$ cat src/rtl/dma_dccm_req_if.sv
// DMA-side request/response channel for dma_dccm_req.
interface dma_dccm_req_if #(
   parameter int unsigned DCCM_BITS = 16,
   parameter int unsigned DATA_W    = 32
);
   logic                 req_valid;
   logic                 req_ready;
   logic                 req_write;
   logic [DCCM_BITS-1:0] req_addr;
   logic [1:0]           req_size;
   logic [DATA_W-1:0]    req_wdata;
   logic                 rsp_valid;
   logic                 rsp_ready;
   logic [DATA_W-1:0]    rsp_rdata;
   logic                 rsp_err;

   modport master (
      output req_valid, req_write, req_addr, req_size, req_wdata, rsp_ready,
      input  req_ready, rsp_valid, rsp_rdata, rsp_err
   );

   modport slave (
      input  req_valid, req_write, req_addr, req_size, req_wdata, rsp_ready,
      output req_ready, rsp_valid, rsp_rdata, rsp_err
   );
endinterface

$ cat src/rtl/dma_dccm_req.sv
// Single-outstanding DMA access engine into the DCCM bank (reads, word writes, sub-word RMW).
// Define RV_DMA_DCCM_SUBWORD_EN to enable sub-word writes via read-modify-write; otherwise they are rejected.
module dma_dccm_req #(
   parameter int unsigned DCCM_BITS = 16,
   parameter int unsigned DATA_W    = 32
) (
   input  logic                 clk,
   input  logic                 rst_l,
   dma_dccm_req_if.slave        dma,
   output logic                 dccm_req,
   input  logic                 dccm_gnt,
   output logic                 dccm_rden,
   output logic                 dccm_wren,
   output logic [DCCM_BITS-1:0] dccm_rd_addr_lo,
   output logic [DCCM_BITS-1:0] dccm_rd_addr_hi,
   output logic [DCCM_BITS-1:0] dccm_wr_addr,
   output logic [DATA_W-1:0]    dccm_wr_data,
   input  logic [DATA_W-1:0]    dccm_rd_data_lo
);

   localparam int unsigned SH_W = 5;

   typedef enum logic [2:0] {
      IDLE  = 3'd0,
      RD    = 3'd1,
      RDATA = 3'd2,
      WR    = 3'd3,
      RSP   = 3'd4
   } state_t;

   state_t state, state_nxt;

   logic [DCCM_BITS-1:0] addr_q;
   logic [1:0]           size_q;
   logic                 write_q;
   logic [DATA_W-1:0]    wr_data_q;
   logic [DATA_W-1:0]    rsp_rdata_q;
   logic                 rsp_err_q;

   logic              accept;
   logic              reject;
   logic              rsp_done;
   logic [SH_W-1:0]   lane_sh;
   logic [DATA_W-1:0] rd_shift;
   logic [DATA_W-1:0] rd_lane;
   logic [DATA_W-1:0] lane_mask;
   logic [DATA_W-1:0] merged;

   // Request legality: misalignment and size 3 always reject; sub-word writes only with RMW support
   always_comb begin
      reject = 1'b0;
      if (dma.req_size == 2'd3)
         reject = 1'b1;
      if ((dma.req_size == 2'd1) && dma.req_addr[0])
         reject = 1'b1;
      if ((dma.req_size == 2'd2) && (dma.req_addr[1:0] != 2'b00))
         reject = 1'b1;
`ifndef RV_DMA_DCCM_SUBWORD_EN
      if (dma.req_write && !dma.req_size[1])
         reject = 1'b1;
`endif
   end

   // Lane extraction for reads and byte-merge for sub-word writes
   assign lane_sh  = {addr_q[1:0], 3'b000};
   assign rd_shift = dccm_rd_data_lo >> lane_sh;

   always_comb begin
      rd_lane   = rd_shift;
      lane_mask = '1;
      case (size_q)
         2'd0: begin
            rd_lane   = DATA_W'(rd_shift[7:0]);
            lane_mask = DATA_W'(8'hFF) << lane_sh;
         end
         2'd1: begin
            rd_lane   = DATA_W'(rd_shift[15:0]);
            lane_mask = DATA_W'(16'hFFFF) << lane_sh;
         end
         default: ;
      endcase
   end

   assign merged = (dccm_rd_data_lo & ~lane_mask) | ((wr_data_q << lane_sh) & lane_mask);

   always_ff @(posedge clk or negedge rst_l) begin
      if (!rst_l)
         state <= IDLE;
      else
         state <= state_nxt;
   end

   always_comb begin
      state_nxt = state;
      accept    = 1'b0;
      rsp_done  = 1'b0;
      case (state)
         IDLE: begin
            if (dma.req_valid) begin
               accept = 1'b1;
               if (reject)
                  state_nxt = RSP;
               else if (dma.req_write && (dma.req_size == 2'd2))
                  state_nxt = WR;
               else
                  state_nxt = RD;
            end
         end
         RD:    if (dccm_gnt) state_nxt = RDATA;
         RDATA: state_nxt = write_q ? WR : RSP;
         WR:    if (dccm_gnt) state_nxt = RSP;
         RSP: begin
            if (dma.rsp_ready) begin
               rsp_done  = 1'b1;
               state_nxt = IDLE;
            end
         end
         default: state_nxt = IDLE;
      endcase
   end

   // Request capture, read-lane / merge capture, and response hold
   always_ff @(posedge clk or negedge rst_l) begin
      if (!rst_l) begin
         addr_q      <= '0;
         size_q      <= 2'd0;
         write_q     <= 1'b0;
         wr_data_q   <= '0;
         rsp_rdata_q <= '0;
         rsp_err_q   <= 1'b0;
      end else begin
         if (accept) begin
            addr_q      <= dma.req_addr;
            size_q      <= dma.req_size;
            write_q     <= dma.req_write;
            wr_data_q   <= dma.req_wdata;
            rsp_rdata_q <= '0;
            rsp_err_q   <= reject;
         end
         if (state == RDATA) begin
            if (write_q)
               wr_data_q <= merged;
            else
               rsp_rdata_q <= rd_lane;
         end
         if (rsp_done) begin
            rsp_rdata_q <= '0;
            rsp_err_q   <= 1'b0;
         end
      end
   end

   assign dma.req_ready = (state == IDLE);
   assign dma.rsp_valid = (state == RSP);
   assign dma.rsp_rdata = rsp_rdata_q;
   assign dma.rsp_err   = rsp_err_q;

   assign dccm_req  = (state == RD) || (state == WR);
   assign dccm_rden = (state == RD) && dccm_gnt;
   assign dccm_wren = (state == WR) && dccm_gnt;

   assign dccm_rd_addr_lo = {addr_q[DCCM_BITS-1:2], 2'b00};
   assign dccm_rd_addr_hi = {addr_q[DCCM_BITS-1:2], 2'b00};
   assign dccm_wr_addr    = {addr_q[DCCM_BITS-1:2], 2'b00};
   assign dccm_wr_data    = wr_data_q;

endmodule

$ cat src/flat_wrapper.sv
// flat-port wrapper written by rule: the top's interface ports become plain ports
module dma_dccm_req_flat 
#(
   parameter int unsigned DCCM_BITS = 16,
   parameter int unsigned DATA_W    = 32
)
  (clk, rst_l, dccm_req, dccm_gnt, dccm_rden, dccm_wren, dccm_rd_addr_lo, dccm_rd_addr_hi, dccm_wr_addr, dccm_wr_data, dccm_rd_data_lo, dma_req_valid, dma_req_write, dma_req_addr, dma_req_size, dma_req_wdata, dma_rsp_ready, dma_req_ready, dma_rsp_valid, dma_rsp_rdata, dma_rsp_err);
  dma_dccm_req_if #(.DCCM_BITS(DCCM_BITS), .DATA_W(DATA_W)) dma_i ();
  input  logic clk;
  input  logic rst_l;
  output logic dccm_req;
  input  logic dccm_gnt;
  output logic dccm_rden;
  output logic dccm_wren;
  output logic [DCCM_BITS-1:0] dccm_rd_addr_lo;
  output logic [DCCM_BITS-1:0] dccm_rd_addr_hi;
  output logic [DCCM_BITS-1:0] dccm_wr_addr;
  output logic [DATA_W-1:0] dccm_wr_data;
  input  logic [DATA_W-1:0] dccm_rd_data_lo;
  input wire logic [$bits(dma_i.req_valid)-1:0] dma_req_valid;
  input wire logic [$bits(dma_i.req_write)-1:0] dma_req_write;
  input wire logic [$bits(dma_i.req_addr)-1:0] dma_req_addr;
  input wire logic [$bits(dma_i.req_size)-1:0] dma_req_size;
  input wire logic [$bits(dma_i.req_wdata)-1:0] dma_req_wdata;
  input wire logic [$bits(dma_i.rsp_ready)-1:0] dma_rsp_ready;
  output wire logic [$bits(dma_i.req_ready)-1:0] dma_req_ready;
  output wire logic [$bits(dma_i.rsp_valid)-1:0] dma_rsp_valid;
  output wire logic [$bits(dma_i.rsp_rdata)-1:0] dma_rsp_rdata;
  output wire logic [$bits(dma_i.rsp_err)-1:0] dma_rsp_err;
  assign dma_i.req_valid = dma_req_valid;
  assign dma_i.req_write = dma_req_write;
  assign dma_i.req_addr = dma_req_addr;
  assign dma_i.req_size = dma_req_size;
  assign dma_i.req_wdata = dma_req_wdata;
  assign dma_i.rsp_ready = dma_rsp_ready;
  assign dma_req_ready = dma_i.req_ready;
  assign dma_rsp_valid = dma_i.rsp_valid;
  assign dma_rsp_rdata = dma_i.rsp_rdata;
  assign dma_rsp_err = dma_i.rsp_err;
  dma_dccm_req #(.DCCM_BITS(DCCM_BITS), .DATA_W(DATA_W)) u_core (.clk(clk), .rst_l(rst_l), .dma(dma_i), .dccm_req(dccm_req), .dccm_gnt(dccm_gnt), .dccm_rden(dccm_rden), .dccm_wren(dccm_wren), .dccm_rd_addr_lo(dccm_rd_addr_lo), .dccm_rd_addr_hi(dccm_rd_addr_hi), .dccm_wr_addr(dccm_wr_addr), .dccm_wr_data(dccm_wr_data), .dccm_rd_data_lo(dccm_rd_data_lo));
endmodule
$ cat config.mk
export PLATFORM = sky130hd
export DESIGN_NAME = dma_dccm_req_flat
export DESIGN_NICKNAME = d
export VERILOG_FILES = /design/src/rtl/dma_dccm_req_if.sv /design/src/rtl/dma_dccm_req.sv /design/src/flat_wrapper.sv
export SDC_FILE = /design/constraint.sdc
export NUM_CORES = 1
export LEC_CHECK = 0
export ABC_AREA = 1
export BUFFER_PORTS_ARGS = -buffer_cell sky130_fd_sc_hd__buf_2
export CAP_MARGIN = 30
export CORE_MARGIN = 5
export CORE_UTILIZATION = 55
export DETAILED_ROUTE_END_ITERATION = 7
export PLACE_DENSITY = 0.86
export SLEW_MARGIN = 10
export SYNTH_ARGS = -nofsm -noshare
export SYNTH_HDL_FRONTEND = slang
export SYNTH_SLANG_ARGS = --single-unit
$ cat constraint.sdc
create_clock -name clk -period 4.6 [get_ports clk]
set_input_delay 0.69 -clock clk [delete_from_list [all_inputs] [get_ports clk]]
set_output_delay 0.69 -clock clk [all_outputs]
set_load 0.02 [all_outputs]
==> results.tsv, run 1 <==
metric	value	unit
gp_congestion	0.932	
postSynthCellCount	838	
overflow	0	
synth_fa_ha_area_share	0	%
leakagePower	3.63	nW
wirelength	17.7	mm
arrival	3.11	ns
outcome	finished clean	
fin_util	64.2	%
coreArea	10200	um^2
maxCapViolCount	0	
placedCellCount	1087	
slew_viol_final	0	
synth_compound_area_share	15.2	%
syn_area_per_cell	6.78	um^2
rows	37	
dr.first_iter.drc_count	663	
rsz0062_at_grt	false	
fp.dieArea	12500	um^2
layout_common_cells	nand2_1 (239), buf_2 (198), dfrtp_1 (87), inv_1 (82), nand3_1 (76)	
cts_buffer_depth	2	
post-route-drc-count	0	
cts.sinks	87	
yosys_warnings	0	
cp-start-kind	register	
clock_skew	0.0108	ns
insertion_delay	0.36	ns
finalHoldViolCount	0	
cts-root-buf	clkbuf_8	
area_growth	14.9	%
wl_per_cell	16.0	um
io_pins	206	
numCtsBuffers	9	
hold_class	primary input to asynchronous set/reset pin	
track_usage	27.5	%
cts_tree	yes	
power_density	689	nW/um^2
fmax	354	MHz
post_cts_buffers	0	
drive_gt1_share	24.6	%
required	4.89	ns
synthSimpleGateAreaFrac	29.7	%
clk_pin_slew_worst_paths	0.10	ns
synthMuxAreaShare	0	%
setup_viol	0	
vias	6017	
ctsResizeCount	0	
layout_commonest_cell	nand2_1	
die_h	112	um
num-nets-final	1051	
port-buffer-count	199	
antenna_left	0	
endpoint_kind	register	
grt_pass1_vias	5497	
final.setup.tns	0	ns
hpwl	13.4	mm
ys_ff_latch	87	
ys_seq_area_share	38.3	%
final_cells	1105	
fp.dieW	112	um
drtPass1Iterations	6	
max_slew_margin	40.7	%
synth_top_family_by_area	simple AND/OR/NAND/NOR gates	
critPathMaxFanout	52	
cts_hold_buf	0	
crit_type	register to register	
viasPerCell	5.45	
grt_pass1_wl	28.1	mm
p_total	4.50	mW
min_period	2.82	ns
ir_worst_vdd	0.000389	V
initial_core_util	55.8	%
synth_xor_area_share	0	%
antenna_found_initial	1	
htree_levels	3	
synthDistinctLibCells	33	
worst-slew-pin-transition	0.888	ns
grt_max_degree	53	
post-route-period-util	61.4	%
netlist_area	5690	um^2
==> layout make-up <==
type / instances / area [um^2]
Antenna cell: 1 / 2.50
Clock buffer: 11 / 151
Clock inverter: 5 / 65.1
Fill cell: 988 / 3650
Inverter: 92 / 345
Multi-Input combinational cell: 570 / 2580
Sequential cell: 87 / 2180
Tap cell: 136 / 170
Timing Repair Buffer: 203 / 1040
==> worst paths after layout <==
path | from | end | slack [ns] | depth (start not counted)
worst max register to register | u_core.state[2] | u_core.dccm_wr_data[11] | 1.78 | 7
worst min-delay path | rst_l | u_core.dma.rsp_rdata[14] | 0.32 | 1
worst max-delay path | u_core.state[2] | u_core.dccm_wr_data[11] | 1.78 | 7
worst min register to register | u_core.addr_q[12] | u_core.addr_q[12] | 0.52 | 2
min in group clk | dma_req_addr[7] | u_core.addr_q[7] | 0.52 | 3
max in group asynchronous | rst_l | asynchronous set/reset pin | 3.63 | 2
==> per-layer routing <==
layer,global-route usage [%],routed length (um),vias up
met5,0,0,-
met4,7.87,502,0
met3,7.07,1910,39
met2,42.3,7870,343
met1,38.5,7400,2750
li1,-,-,2885
==> Yosys cell counts <==
master / count / area (um^2)
a22oi_1: 8 / 60.1
o21ai_2: 2 / 17.5
clkbuf_2: 1 / 5.00
o22ai_1: 7 / 43.8
buf_1: 2 / 7.51
and2_1: 4 / 25.0
nand4_1: 9 / 56.3
nor3_1: 2 / 10.0
o32ai_1: 1 / 8.76
nor2_1: 64 / 240
o21ai_0: 45 / 225
buf_6: 5 / 56.3
inv_2: 9 / 33.8
clkbuf_1: 11 / 41.3
a21oi_2: 1 / 8.76
nand3_2: 3 / 30.0
nand3_1: 76 / 380
buf_2: 26 / 130
nor4_1: 1 / 6.26
o211ai_1: 5 / 37.5
clkinv_1: 1 / 3.75
nor2_2: 2 / 12.5
or2_0: 1 / 6.26
conb_1: 1 / 3.75
a21oi_1: 70 / 350
buf_4: 49 / 368
o21ai_1: 21 / 105
nand2_1: 239 / 897
a31oi_1: 1 / 6.26
nand3_4: 1 / 17.5
dfrtp_1: 87 / 2180
inv_1: 82 / 308
nand2_2: 1 / 6.26
==> stage by stage <==
stage | hold WS, ns | instance area (um^2) | worst slack (ns)
6_report | 0.317 | 6530 | 1.78
2_1_floorplan | 0.394 | 5700 | 2.51
4_1_cts | 0.335 | 6520 | 1.80
3_3_place_gp | 0.492 | 6290 | 1.89
3_5_place_dp | 0.497 | 6310 | 1.82
5_1_grt | 0.350 | 6530 | 1.45
==> critical path, stage by stage (launching register included) <==
cell and delay, ns:
dfrtp_1 0.44, nor2_2 0.45, nand3_4 0.56, inv_1 0.86
nand2_1 0.12, o21ai_0 0.12, nor2_1 0.06, a21oi_1 0.13
==> where the power goes <==
group	internal, mW	switching (mW)
clock network	0.286	0.294
logic	0.783	1.76
registers	1.05	0.326
==> logic make-up after synthesis <==
kind of cell,after synthesis
AO/OA/AOI/OAI,161
other,1
flip-flops,87
buffers and inverters,186
AND/OR/NAND/NOR,403
Note: power is estimated with default switching activity, not from simulation.
==> inputs of run 2 (changes only) <==
Settings changed: CORE_UTILIZATION 55 to 46, PLACE_DENSITY 0.86 to 0.77.
Clock period 4.6 ns to 2.55 ns, I/O delays scaled along.
==> results.tsv, run 2 (same netlist as run 1, synthesis figures left out) <==
metric	value	unit	change
grt_pass1_wl	28.9	mm	was 28.1 mm
antenna_left	0		unchanged
clk_pin_slew_worst_paths	0.06	ns	was 0.10 ns
vias	5870		was 6,017
wl_per_cell	15.9	um	was 16.0 um
drive_gt1_share	25.3	%	was 24.6%
post-route-drc-count	0		unchanged
cts-root-buf	clkbuf_16		was clkbuf_8
viasPerCell	5.13		was 5.45
layout_common_cells	nand2_1 (239), buf_2 (198), dfrtp_1 (87), inv_1 (82), nand3_1 (76)		unchanged
fp.dieArea	14700	um^2	was 12,500 um^2
cp_slowest_cell	nand3_2		was inv_1
crit_type	register to register		unchanged
htree_levels	3		unchanged
fmax	473	MHz	was 354 MHz
num-nets-final	1060		was 1,051
layout_commonest_cell	nand2_1		unchanged
rsz0062_at_grt	false		unchanged
fp.dieW	121	um	was 112 um
endpoint_kind	register		unchanged
port-buffer-count	199		unchanged
cp-start-kind	register		unchanged
overflow	0		unchanged
die_h	121	um	was 112 um
hold_class	primary input to asynchronous set/reset pin		unchanged
cts_tree	yes		unchanged
drtPass1Iterations	5		was 6
required	2.83	ns	was 4.89 ns
grt_max_degree	101		was 53
cts_hold_buf	0		unchanged
wirelength	18.2	mm	was 17.7 mm
final.setup.tns	0	ns	unchanged
critPathMaxFanout	21		was 52
outcome	finished clean		unchanged
rows	40		was 37
io_pins	206		unchanged
placedCellCount	1129		was 1,087
p_total	8.54	mW	was 4.50 mW
initial_core_util	47.1	%	was 55.8%
track_usage	24.7	%	was 27.5%
post-route-period-util	82.9	%	was 61.4%
dr.first_iter.drc_count	469		was 663
final_cells	1145		was 1,105
arrival	2.39	ns	was 3.11 ns
grt_pass1_vias	5646		was 5,497
numCtsBuffers	9		unchanged
ir_worst_vdd	0.000662	V	was 0.000389 V
cts.sinks	87		unchanged
insertion_delay	0.34	ns	was 0.36 ns
post_cts_buffers	0		unchanged
clock_skew	0.00500	ns	was 0.0108 ns
hpwl	14.0	mm	was 13.4 mm
max_slew_margin	56.3	%	was 40.7%
setup_viol	0		unchanged
antenna_found_initial	0		was 1
slew_viol_final	0		unchanged
ff2ff_setup_slack	0.44	ns	was 1.78 ns
path_cells	nor2_2, nand3_2, inv_2, nand3_2, clkinv_1, nand2_1, nand3_1		was nor2_2, nand3_4, inv_1, nand2_1, o21ai_0, nor2_1, a21oi_1
worst-slew-pin-transition	0.654	ns	was 0.888 ns
power_density	1270	nW/um^2	was 689 nW/um^2
ctsResizeCount	0		unchanged
leakagePower	3.72	nW	was 3.63 nW
area_growth	18.6	%	was 14.9%
finalHoldViolCount	0		unchanged
num_antenna_cells	0		was 1
coreArea	12100	um^2	was 10,200 um^2
cpMostUsedCell	nand3_2		
min_period	2.11	ns	was 2.82 ns
slowest_delay	0.44	ns	was 0.86 ns
cts_buffer_depth	2		unchanged
maxCapViolCount	0		unchanged
gp_congestion	0.981		was 0.932
run 2: cell count changes in the layout (fill, tap and decap cells not counted):
| cell | delta |
|---|---|
| clkbuf_16 | +9 |
| buf_4 | +8 |
| clkbuf_8 | -9 |
| clkinvlp_4 | -1 |
| diode_2 | -1 |
| buf_12 | +1 |
| inv_8 | -1 |
| clkinv_2 | +2 |
run 2: power by group:
group	total [mW]	switching [mW]	internal [mW]	leakage, nW
clock network	1.36	0.546	0.811	0.152
registers	2.42	0.520	1.90	1.09
logic	4.76	3.26	1.49	2.48
total	8.54	4.33	4.21	3.72
run 2: final cells by class:
type / instances / area (um^2)
clock buffers: 11 / 253
clock inverters: 5 / 56.3
fillers: 1200 / 5320
inverters: 92 / 345
multi-input cells: 570 / 2580
flip-flops and latches: 87 / 2180
well taps: 168 / 210
repair buffers: 212 / 1120
run 2: worst max-delay path: cells and delay by family, from the launching register on:
kind | cells | cell delay [ns]
buffers and inverters | 2 | 0.44
DFF | 1 | 0.43
and+or+nand+nor | 5 | 1.18
run 2: final timing paths:
check / startpoint / to / cells after the start
min in group clk: dma_req_addr[11] / u_core.addr_q[11] / 3
setup / recovery: u_core.state[2] / register / 7
setup reg to reg: u_core.state[2] / register / 7
hold / removal: rst_l / u_core.addr_q[3] / 1
max in group asynchronous: rst_l / u_core.dccm_wr_data[15] / 2
hold reg to reg: u_core.addr_q[4] / u_core.addr_q[4] / 2
run 2: through the flow:
stage | utilization, % | setup WS (ns) | area (um^2) | hold slack [ns]
floorplan | - | 0.764 | 5700 | 0.0869
global placement | 53.4 | 0.554 | 6430 | 0.401
detailed placement | 53.4 | 0.460 | 6430 | 0.401
CTS | 55.9 | 0.450 | 6740 | 0.0377
global route | 55.9 | 0.179 | 6740 | 0.0617
finish | 55.9 | 0.437 | 6740 | 0.0145
run 2: routing by layer:
metal / GRT usage (%) / wire length [um] / part of all wire [%]
met5: 0 / 0 / 0
met2: 37.8 / 8250 / 45
met3: 5.87 / 1600 / 8.8
met4: 7.14 / 370 / 2.0
met1: 34.9 / 7980 / 44
